### src/rtl/serial_frame_deser_if.sv
`default_nettype none
// +------------------------------------------------------------------------+
// | serial_frame_deser_if                                                  |
// | Serial bit stream in, framed parallel word and status out.             |
// | Revision: 1.0                                                          |
// +------------------------------------------------------------------------+
interface serial_frame_deser_if #(
   parameter int WORD_W = 8
);
   logic              din_valid;
   logic              d_in;
   logic [WORD_W-1:0] word_out;
   logic              word_valid;
   logic              parity_err;
   logic              locked;
   logic [7:0]        frame_cnt;

   modport master (
      output din_valid, d_in,
      input  word_out, word_valid, parity_err, locked, frame_cnt
   );

   modport slave (
      input  din_valid, d_in,
      output word_out, word_valid, parity_err, locked, frame_cnt
   );
endinterface
`default_nettype wire

### src/rtl/serial_frame_deser.sv
`default_nettype none
// +------------------------------------------------------------------------+
// | serial_frame_deser                                                     |
// | Hunts for a sync pattern, then captures one word plus even parity.     |
// | Revision: 1.0                                                          |
// +------------------------------------------------------------------------+
module serial_frame_deser #(
   parameter int                WORD_W   = 8,
   parameter int                SYNC_W   = 8,
   parameter logic [SYNC_W-1:0] SYNC_PAT = 8'hA5
) (
   input  wire logic           clock,
   input  wire logic           reset,
   serial_frame_deser_if.slave bus
);
   localparam int c_CNT_W = $clog2(WORD_W + 1);
   localparam logic [c_CNT_W-1:0] c_LAST_BIT = c_CNT_W'(WORD_W - 1);

   typedef enum logic [1:0] {
      ST_HUNT   = 2'd0,
      ST_DATA   = 2'd1,
      ST_PARITY = 2'd2
   } state_t;

   state_t              r_state;
   logic [SYNC_W-1:0]   r_sync;
   logic [WORD_W-1:0]   r_data;
   logic [WORD_W-1:0]   r_word;
   logic [c_CNT_W-1:0]  r_bit_cnt;
   logic                r_par;
   logic                r_word_valid;
   logic                r_parity_err;
   logic                r_locked;
   logic [7:0]          r_frame_cnt;
   logic [SYNC_W-1:0]   w_sync_next;

   // Match is evaluated on the register including the bit being accepted.
   assign w_sync_next = {r_sync[SYNC_W-2:0], bus.d_in};

   always_ff @(posedge clock) begin
      if (!reset) begin
         r_state      <= ST_HUNT;
         r_sync       <= '0;
         r_data       <= '0;
         r_word       <= '0;
         r_bit_cnt    <= '0;
         r_par        <= 1'b0;
         r_word_valid <= 1'b0;
         r_parity_err <= 1'b0;
         r_locked     <= 1'b0;
         r_frame_cnt  <= 8'd0;
      end else begin
         r_word_valid <= 1'b0;
         if (bus.din_valid) begin
            case (r_state)
               ST_HUNT: begin
                  r_sync <= w_sync_next;
                  if (w_sync_next == SYNC_PAT) begin
                     r_state   <= ST_DATA;
                     r_bit_cnt <= '0;
                     r_par     <= 1'b0;
                     r_locked  <= 1'b1;
                  end
               end
               ST_DATA: begin
                  r_data    <= {r_data[WORD_W-2:0], bus.d_in};
                  r_par     <= r_par ^ bus.d_in;
                  r_bit_cnt <= r_bit_cnt + c_CNT_W'(1);
                  if (r_bit_cnt == c_LAST_BIT) begin
                     r_state <= ST_PARITY;
                  end
               end
               ST_PARITY: begin
                  r_word       <= r_data;
                  r_parity_err <= (bus.d_in != r_par);
                  r_word_valid <= 1'b1;
                  r_frame_cnt  <= r_frame_cnt + 8'd1;
                  r_sync       <= '0;
                  r_locked     <= 1'b0;
                  r_state      <= ST_HUNT;
               end
               default: begin
                  r_state  <= ST_HUNT;
                  r_locked <= 1'b0;
               end
            endcase
         end
      end
   end

   assign bus.word_out   = r_word;
   assign bus.word_valid = r_word_valid;
   assign bus.parity_err = r_parity_err;
   assign bus.locked     = r_locked;
   assign bus.frame_cnt  = r_frame_cnt;
endmodule
`default_nettype wire

### src/flat_wrapper.sv
// flat-port wrapper written by rule: the top's interface ports become plain ports
module serial_frame_deser_flat 
#(
   parameter int                WORD_W   = 8,
   parameter int                SYNC_W   = 8,
   parameter logic [SYNC_W-1:0] SYNC_PAT = 8'hA5
)
  (clock, reset, bus_din_valid, bus_d_in, bus_word_out, bus_word_valid, bus_parity_err, bus_locked, bus_frame_cnt);
  serial_frame_deser_if #(.WORD_W(WORD_W)) bus_i ();
  input  wire logic clock;
  input  wire logic reset;
  input wire logic [$bits(bus_i.din_valid)-1:0] bus_din_valid;
  input wire logic [$bits(bus_i.d_in)-1:0] bus_d_in;
  output wire logic [$bits(bus_i.word_out)-1:0] bus_word_out;
  output wire logic [$bits(bus_i.word_valid)-1:0] bus_word_valid;
  output wire logic [$bits(bus_i.parity_err)-1:0] bus_parity_err;
  output wire logic [$bits(bus_i.locked)-1:0] bus_locked;
  output wire logic [$bits(bus_i.frame_cnt)-1:0] bus_frame_cnt;
  assign bus_i.din_valid = bus_din_valid;
  assign bus_i.d_in = bus_d_in;
  assign bus_word_out = bus_i.word_out;
  assign bus_word_valid = bus_i.word_valid;
  assign bus_parity_err = bus_i.parity_err;
  assign bus_locked = bus_i.locked;
  assign bus_frame_cnt = bus_i.frame_cnt;
  serial_frame_deser #(.WORD_W(WORD_W), .SYNC_W(SYNC_W), .SYNC_PAT(SYNC_PAT)) u_core (.clock(clock), .reset(reset), .bus(bus_i));
endmodule
### config.mk
export PLATFORM = sky130hd
export DESIGN_NAME = serial_frame_deser_flat
export DESIGN_NICKNAME = d
export VERILOG_FILES = /design/src/rtl/serial_frame_deser_if.sv /design/src/rtl/serial_frame_deser.sv /design/src/flat_wrapper.sv
export SDC_FILE = /design/constraint.sdc
export NUM_CORES = 1
export LEC_CHECK = 0
export ABC_AREA = 1
export ABC_CLOCK_PERIOD_IN_PS = 2120
export CAP_MARGIN = 10
export CORE_MARGIN = 5
export CORE_UTILIZATION = 25
export DETAILED_ROUTE_END_ITERATION = 8
export PLACE_DENSITY = 0.39
export SYNTH_ARGS = -nofsm -noshare
export SYNTH_HDL_FRONTEND = slang
export SYNTH_SLANG_ARGS = --single-unit
### constraint.sdc
create_clock -name clock -period 2.12 [get_ports clock]
set_clock_uncertainty 0.1 [all_clocks]
set_input_delay 0.424 -clock clock [delete_from_list [all_inputs] [get_ports clock]]
set_output_delay 0.424 -clock clock [all_outputs]
set_load 0.01 [all_outputs]
== Word level (Yosys, flattened, before mapping) ==
Index checks and enable logic that the tools add are counted.

* Word-level logic and storage cells: 42
* Flip-flop bits (word level): 41

* Reductions and logical operators: 10
* Mux-type cells: 11
* Equality and inequality tests: 7
* $add $sub $neg: 2
* Bitwise logic cells: 2

{| class="wikitable"
|+ Operators by type and width
! operator !! number
|-
| case mux 7 bit (2 select lines) || 1
|-
| AND reduction 3 bit || 3
|-
| adder 8 x 1 -> 8 bit, second input constant || 1
|-
| == test 8 bit, second input constant || 1
|-
| case mux 4 bit (2 select lines) || 1
|-
| AND reduction 2 bit || 4
|-
| adder 4 x 1 -> 4 bit, second input constant || 1
|-
| == test 4 x 3 -> 1 bit, second input constant || 1
|-
| two-way mux 2 bit || 2
|-
| two-way mux 4 bit || 1
|-
| != test 2 x 1 -> 1 bit, second input constant || 2
|-
| case mux 1 bit (2 select lines) || 2
|-
| case mux 2 bit (2 select lines) || 1
|-
| nonzero test 2 bit || 2
|-
| two-way mux 1 bit || 3
|-
| == test 2 x 1 -> 1 bit, second input constant || 1
|-
| == test 2 bit, second input constant || 1
|-
| logical NOT 2 bit || 1
|-
| != test 1 bit || 1
|-
| NOT 1 bit || 1
|-
| bitwise XOR 1 bit || 1
|}

== Longest topological paths before layout ==
Gate-level depths: netlist of run 1.

* Depth after elaboration: 3
* Gate-level depth with buffers: 8
* Gate-level depth less buffers: 8

== Worst setup path before layout of run 1 ==
OpenSTA, ideal clock, no wires.

* Path type: input to register
* Start: input bus_d_in
* End: register u_core.r_par
* Cell stages on the path: 7
* Setup time: 0.113 ns
* Data arrival time: 1.020 ns
* Setup slack: 0.887 ns
* Buffers on the path: 0
* Cell sequence: nand2_1 nor2_1 nand3b_4 nand2_2 inv_2 nor2_1 nor2_1

* Longest elaborated chain between the ends: 3
* Elaborated cells on any way between the ends: 5
* Classes of those cells: eq/ne (2); mux (1); bitwise (1); reduce/logical (1)

{| class="wikitable"
|+ Ends and longest elaborated chain
! item !! RTL line !! text
|-
| start: declaration || flat_wrapper.sv:13 || <nowiki>input wire logic [$bits(bus_i.d_in)-1:0] bus_d_in;</nowiki>
|-
| == test 8 bit || serial_frame_deser.sv:58 || <nowiki>if (w_sync_next == SYNC_PAT) begin</nowiki>
|-
| != test 2 x 1 -> 1 bit (no line) || -- ||
|-
| AND reduction 3 bit (no line) || -- ||
|-
| end signal: assignment || serial_frame_deser.sv:67 || <nowiki>r_par <= r_par ^ bus.d_in;</nowiki>
|-
| end: declaration || serial_frame_deser.sv:30 || <nowiki>logic r_par;</nowiki>
|}

Several ways; a longest one is shown, not always the timed one.
A chain may end at the register's enable or synchronous reset.

== Final worst setup path of run 1 ==
* Start: register u_core.r_frame_cnt[3], in the netlist u_core.bus.frame_cnt[3]
* End: output bus_frame_cnt[3]

{| class="wikitable"
|+ RTL lines
! item !! RTL line !! text
|-
| start: declaration || serial_frame_deser.sv:34 || <nowiki>logic [7:0] r_frame_cnt;</nowiki>
|-
| start signal: assignment || serial_frame_deser.sv:77 || <nowiki>r_frame_cnt <= r_frame_cnt + 8'd1;</nowiki>
|-
| end: declaration || flat_wrapper.sv:18 || <nowiki>output wire logic [$bits(bus_i.frame_cnt)-1:0] bus_frame_cnt;</nowiki>
|}

No word-level cell between the ends.

==> results of run 1 <==
## cell usage in the layout (no fill, tap or decap)
cell type,count
a211oi_1,1
nand3_1,16
nand2_1,65
nand3b_1,3
xnor2_1,1
nor2_2,1
nor3_1,1
inv_1,14
o21a_1,1
xor2_1,1
o21ai_0,4
nand4_1,1
nor2_4,3
inv_2,3
a21oi_1,34
o21ai_1,1
ha_1,2
dfxtp_1,41
clkdlybuf4s50_1,22
clkinv_2,1
nor2_1,21
nand3_4,1
nand2_2,3
buf_4,8
nor3b_1,1
nand3b_4,1
a22oi_1,1
clkbuf_8,7
## state kept, by name, indices dropped and copies added (netlist names)
name / cells
u_core.bus.frame_cnt: 8
u_core.bus.locked: 1
u_core.bus.parity_err: 1
u_core.bus.word_out: 8
u_core.bus.word_valid: 1
u_core.r_bit_cnt: 4
u_core.r_data: 8
u_core.r_par: 1
u_core.r_state: 2
u_core.r_sync: 7
## metal layers
| layer | GRT usage | up-vias | wire length, um |
|---|---|---|---|
| met5 | 0 | - | 0 |
| met4 | 0.0397 | 0 | 63 |
| met3 | 0.0298 | 8 | 196 |
| met2 | 0.152 | 28 | 1780 |
| met1 | 0.141 | 646 | 1990 |
| li1 | - | 801 | - |
## path summary, 6_finish.rpt
path	startpoint	to	slack, ns	cells past startpoint
min	u_core.bus.word_out[1]	u_core.bus.word_out[1]	0.37	2
max	u_core.bus.frame_cnt[3]	bus_frame_cnt[3]	0.32	1
min reg2reg	u_core.bus.word_out[1]	u_core.bus.word_out[1]	0.37	2
max reg2reg	u_core.r_state[0]	u_core.r_par	0.55	7
## cell families after synthesis
family,Yosys count,share of synthesized area
compound gates,42,0.125
flops,41,0.470
simple gates,117,0.309
xor+xnor,2,0.0100
fa+ha+maj,2,0.0143
buf+inv,26,0.0716
## area by class of cell
class / instances / area (um^2) / area share
clock inverter: 1 / 5.00 / 0.00229
multi-input combinational: 163 / 801 / 0.366
inverter: 17 / 63.8 / 0.0292
clock buffer: 7 / 96.3 / 0.0441
sequential: 41 / 821 / 0.375
tap: 96 / 120 / 0.0549
timing repair buffer: 30 / 280 / 0.128
## metrics by stage
stage | setup WS [ns] | std cells
finish | 0.319 | 355
global route | 0.251 | 355
CTS | 0.295 | 355
detailed placement | 0.137 | 347
global placement | 0.149 | 347
floorplan | 0.887 | 230
## power breakdown
part / total [mW] / switching [mW] / internal [mW]
sequential: 0.793 / 0.0109 / 0.782
combinational: 0.120 / 0.0741 / 0.0461
clock: 0.564 / 0.270 / 0.295
total: 1.48 / 0.355 / 1.12
==> summary.txt, run 1 <==
vias in the first global route = 1463
CP bufs+invs = 1
cell taking the most area after synthesis = dfxtp_1
die footprint = 8760 um^2
CTS sink cnt = 41
CP endpoint kind = output port
worst-margin pin slew = 0.501 ns
pin count of the biggest net entering global routing = 16
P_leak = 0.837 nW
IO buf count = 22
Clock Pin Slew Worst Setup and Hold Paths = 0.08 ns
synth warn = 0
CP max stage delay = 0.57 ns
CTS max path bufs = 2
first-iteration detailed-routing DRC count = 105
Arr. time, crit path = 1.28 ns
WHS = 0.366 ns
Final Cycle Share = 0.849
grt ovf = 0
GRT Total Usage = 0.103
post-route DRC violation count = 0
Post-CTS Hold Buffers = 0
count leader, synth = nand2_1
Critical Path, Cell by Cell = clkdlybuf4s50_1
Setup violations, final = 0
hpwl dp = 2.86 mm
asr flop ratio synth = 0
Skew-Pair Late Insertion Delay = 0.29 ns
worst path required time = 1.60 ns
Total Wirelength = 4.03 mm
Post-layout nets = 264
global-route wire length before repair = 7.11 mm
placer congestion estimate = 0.719
final slew viol count = 0
Final Util = 0.322
Initial Utilization = 0.257
syn_area_per_cell = 7.59 um^2
Worst Hold Class = register to register
min cycle time layout = 1.80 ns
final non-filler cell area = 2190 um^2
initial antenna violation count = 0
Post-synth top cells = 65 x nand2_1, 41 x dfxtp_1, 34 x a21oi_1
Slew Limit Headroom = 0.666
post-synthesis sequential area ratio = 0.470
Via Count = 1483
Die W = 93.6 um
WL per Instance = 11.3 um
top cells by area, synth = dfxtp_1 47%, nand2_1 14%, a21oi_1 9.7%
Synth-to-Final Area Change = 25.2%
Yosys cell types = 28
DP Area = 2090 um^2
clock buffer count from CTS = 5
Max VDD drop = 0.276 mV
Gate Count Post-Synth = 230
vias per cell = 4.18
Mapped Nets = 236
clock root cell = clkbuf_8
Final Hold Fails = 0
CTS H-tree lvls = 2
final setup TNS = 0 ns
Die Ht = 93.6 um
FILL cells = 724
EDFF count, synth = 0
CORE AREA = 6790 um^2
RSZ-0062 raised after global routing = no
Std-Cell Rows = 30
#FFs+latches synth = 41
Tot Pwr = 1.48 mW
CTS tree = done
status = finished, final reports clean
Critical-path top delay cell = clkdlybuf4s50_1
max-cap violations = 0
Post-CTS Resized = 0
top_reg_cell synth = dfxtp_1
crit path launch type = register
ant diodes = 0
DRT Pass-1 Iters = 4
power per cell area = 676 nW/um^2
Boundary Pins = 23
Antenna Nets Post-Route = 0
share of cells above drive strength 1 = 0.108
post-synth top area share = 0.470
critical path's top delay family = buffers and inverters
WS Path Type = register to output port
# Post-CTS Setup Buffers = 0
mapped cell area = 1750 um^2
fmax = 0.555 GHz
peak fanout along the critical path = 5
Power figures use the tool's default switching activity.
==> inputs of run 2 (changes only) <==
--- a/config.mk
+++ b/config.mk
@@ -6,7 +6,7 @@
 export NUM_CORES = 1
 export LEC_CHECK = 0
 export ABC_AREA = 1
-export ABC_CLOCK_PERIOD_IN_PS = 2120
+export ABC_CLOCK_PERIOD_IN_PS = 1840
 export CAP_MARGIN = 10
 export CORE_MARGIN = 5
 export CORE_UTILIZATION = 25
==> constraint.sdc (replaced) <==
create_clock -name clock -period 1.84 [get_ports clock]
set_clock_uncertainty 0.1 [all_clocks]
set_input_delay 0.368 -clock clock [delete_from_list [all_inputs] [get_ports clock]]
set_output_delay 0.368 -clock clock [all_outputs]
set_load 0.01 [all_outputs]
==> summary.txt, run 2 (same netlist as run 1, synthesis figures left out) <==
CTS tree = done (unchanged)
P_leak = 0.845 nW (was 0.837 nW)
WL per Instance = 11.2 um (was 11.3 um)
final slew viol count = 0 (unchanged)
Clock Pin Slew Worst Setup and Hold Paths = 0.08 ns (about the same)
Gate power share = 0.087 (was 0.081)
vias per cell = 4.18 (about the same)
min cycle time layout = 1.74 ns
CORE AREA = 6790 um^2 (unchanged)
first-iteration detailed-routing DRC count = 39 (was 105)
commonest non-fill, non-tap cells in the layout = 65 x nand2_1, 41 x dfxtp_1, 34 x a21oi_1 (unchanged)
Max VDD drop = 0.400 mV (was 0.276 mV)
Sw Share = 0.241 (was 0.240)
vias in the first global route = 1439 (was 1463)
switching pwr = 400 uW (was 355 uW)
hpwl dp = 2.96 mm (was 2.86 mm)
Setup violations, final = 0 (unchanged)
CP bufs+invs = 1 (unchanged)
power per cell area = 753 nW/um^2 (was 676 nW/um^2)
ant diodes = 0 (unchanged)
DR top layer = met4 (unchanged)
Int Power = 1.26 mW (was 1.12 mW)
post-route DRC violation count = 0 (unchanged)
CTS max path bufs = 2 (unchanged)
worst slack at placement = 0.0228 ns (was 0.137 ns)
pin count of the biggest net entering global routing = 17 (was 16)
share of cells above drive strength 1 = 0.115 (was 0.108)
share of total power in the clock network = 0.361 (was 0.382)
GRT Total Usage = 0.100 (was 0.103)
Post-layout nets = 268 (was 264)
crit path launch type = register (unchanged)
global-route wire length before repair = 6.87 mm (was 7.11 mm)
Worst Hold Class = register to register (unchanged)
die footprint = 8760 um^2 (unchanged)
Initial Utilization = 0.257 (unchanged)
initial antenna violation count = 0 (unchanged)
IO buf count = 22 (unchanged)
metal3 WL = 191 um (was 196 um)
worst-margin pin slew = 0.287 ns (was 0.501 ns)
Total Wirelength = 4.01 mm (was 4.03 mm)
Arr. time, crit path = 1.27 ns (was 1.28 ns)
placer congestion estimate = 0.714 (was 0.719)
RSZ-0062 raised after global routing = no (unchanged)
Critical-path top delay cell = clkdlybuf4s50_1 (unchanged)
Via Count = 1498 (was 1483)
grt ovf = 0 (unchanged)
critical path's top delay family = buffers and inverters (unchanged)
Antenna Nets Post-Route = 0 (unchanged)
Die W = 93.6 um (unchanged)
clock buffer count from CTS = 5 (unchanged)
worst path required time = 1.37 ns (was 1.60 ns)
Boundary Pins = 23 (unchanged)
DRT Pass-1 Iters = 4 (unchanged)
Synth-to-Final Area Change = 26.1% (was 25.2%)
FILL cells = 720 (was 724)
Slew Limit Headroom = 0.808 (was 0.666)
CP max stage delay = 0.57 ns (about the same)
CTS H-tree lvls = 2 (unchanged)
WS Path Type = register to output port (unchanged)
status = finished, final reports clean (unchanged)
final setup TNS = 0 ns (unchanged)
Final Cycle Share = 0.945
register share of total power = 0.552 (was 0.537)
post-route setup slack = 0.101 ns (was 0.319 ns)
Final Hold Fails = 0 (unchanged)
Critical Path, Cell by Cell = clkdlybuf4s50_1 (unchanged)
clock root cell = clkbuf_8 (unchanged)
Skew-Pair Late Insertion Delay = 0.29 ns (about the same)
# Post-CTS Setup Buffers = 0 (unchanged)
Post-CTS Hold Buffers = 0 (unchanged)
routed length on met1 = 2.06 mm (was 1.99 mm)
CP endpoint kind = output port (unchanged)
Die Ht = 93.6 um (unchanged)
Post-CTS Resized = 0 (unchanged)
fmax = 0.575 GHz
Std-Cell Rows = 30 (unchanged)
CTS sink cnt = 41 (unchanged)
peak fanout along the critical path = 5 (unchanged)
commonest non-fill, non-tap cell in the layout = nand2_1 (unchanged)
metal2 WL = 1.68 mm (was 1.78 mm)
max-cap violations = 0 (unchanged)
## run 2: cell count changes in the layout (fill, tap and decap cells not counted)
cell	previous run	this run
buf_4	8	12
clkbuf_1	0	1
clkbuf_8	7	6
clkinv_2	1	0
## run 2: final timing paths
kind                      startpoint                endpoint  slack (ns)  depth (start not counted)
max          u_core.bus.frame_cnt[4]        bus_frame_cnt[4]        0.10                          1
min           u_core.bus.word_out[1]  u_core.bus.word_out[1]        0.36                          2
max reg2reg      u_core.r_bit_cnt[0]       u_core.r_state[0]        0.47                          6
min reg2reg   u_core.bus.word_out[1]  u_core.bus.word_out[1]        0.36                          2
## run 2: layout make-up
cell class,count,area [um^2],share of cell area
Clock buffer,7,86.3,0.0392
Inverter,17,63.8,0.0290
Multi-Input combinational cell,163,801,0.364
Sequential cell,41,821,0.373
Tap cell,96,120,0.0545
Timing Repair Buffer,34,310,0.141
## run 2: layer usage
| layer | up-vias | track usage |
|---|---|---|
| met5 | - | 0 |
| met4 | 0 | 0.0457 |
| met3 | 8 | 0.0290 |
| met2 | 28 | 0.147 |
| met1 | 660 | 0.135 |
| li1 | 802 | - |
## run 2: metrics by stage
stage                     total power, mW  area (um^2)  instances  hold WS, ns   util
after CTS                            1.70         2200        358        0.368  0.324
final                                1.66         2200        358        0.363  0.324
after global routing                 1.75         2200        358        0.387  0.324
after floorplan                      1.03         1750        230        0.339      -
after detailed placement             1.08         2120        351        0.356  0.311
after global placement               1.09         2120        351        0.359  0.311
## run 2: power by group through the flow
stage	combinational (mW)	sequential, mW	clock (mW)
after global placement	0.149	0.937	0
after global routing	0.164	0.918	0.664
after floorplan	0.0921	0.935	0
final	0.145	0.915	0.599
after CTS	0.147	0.915	0.636
after detailed placement	0.147	0.936	0
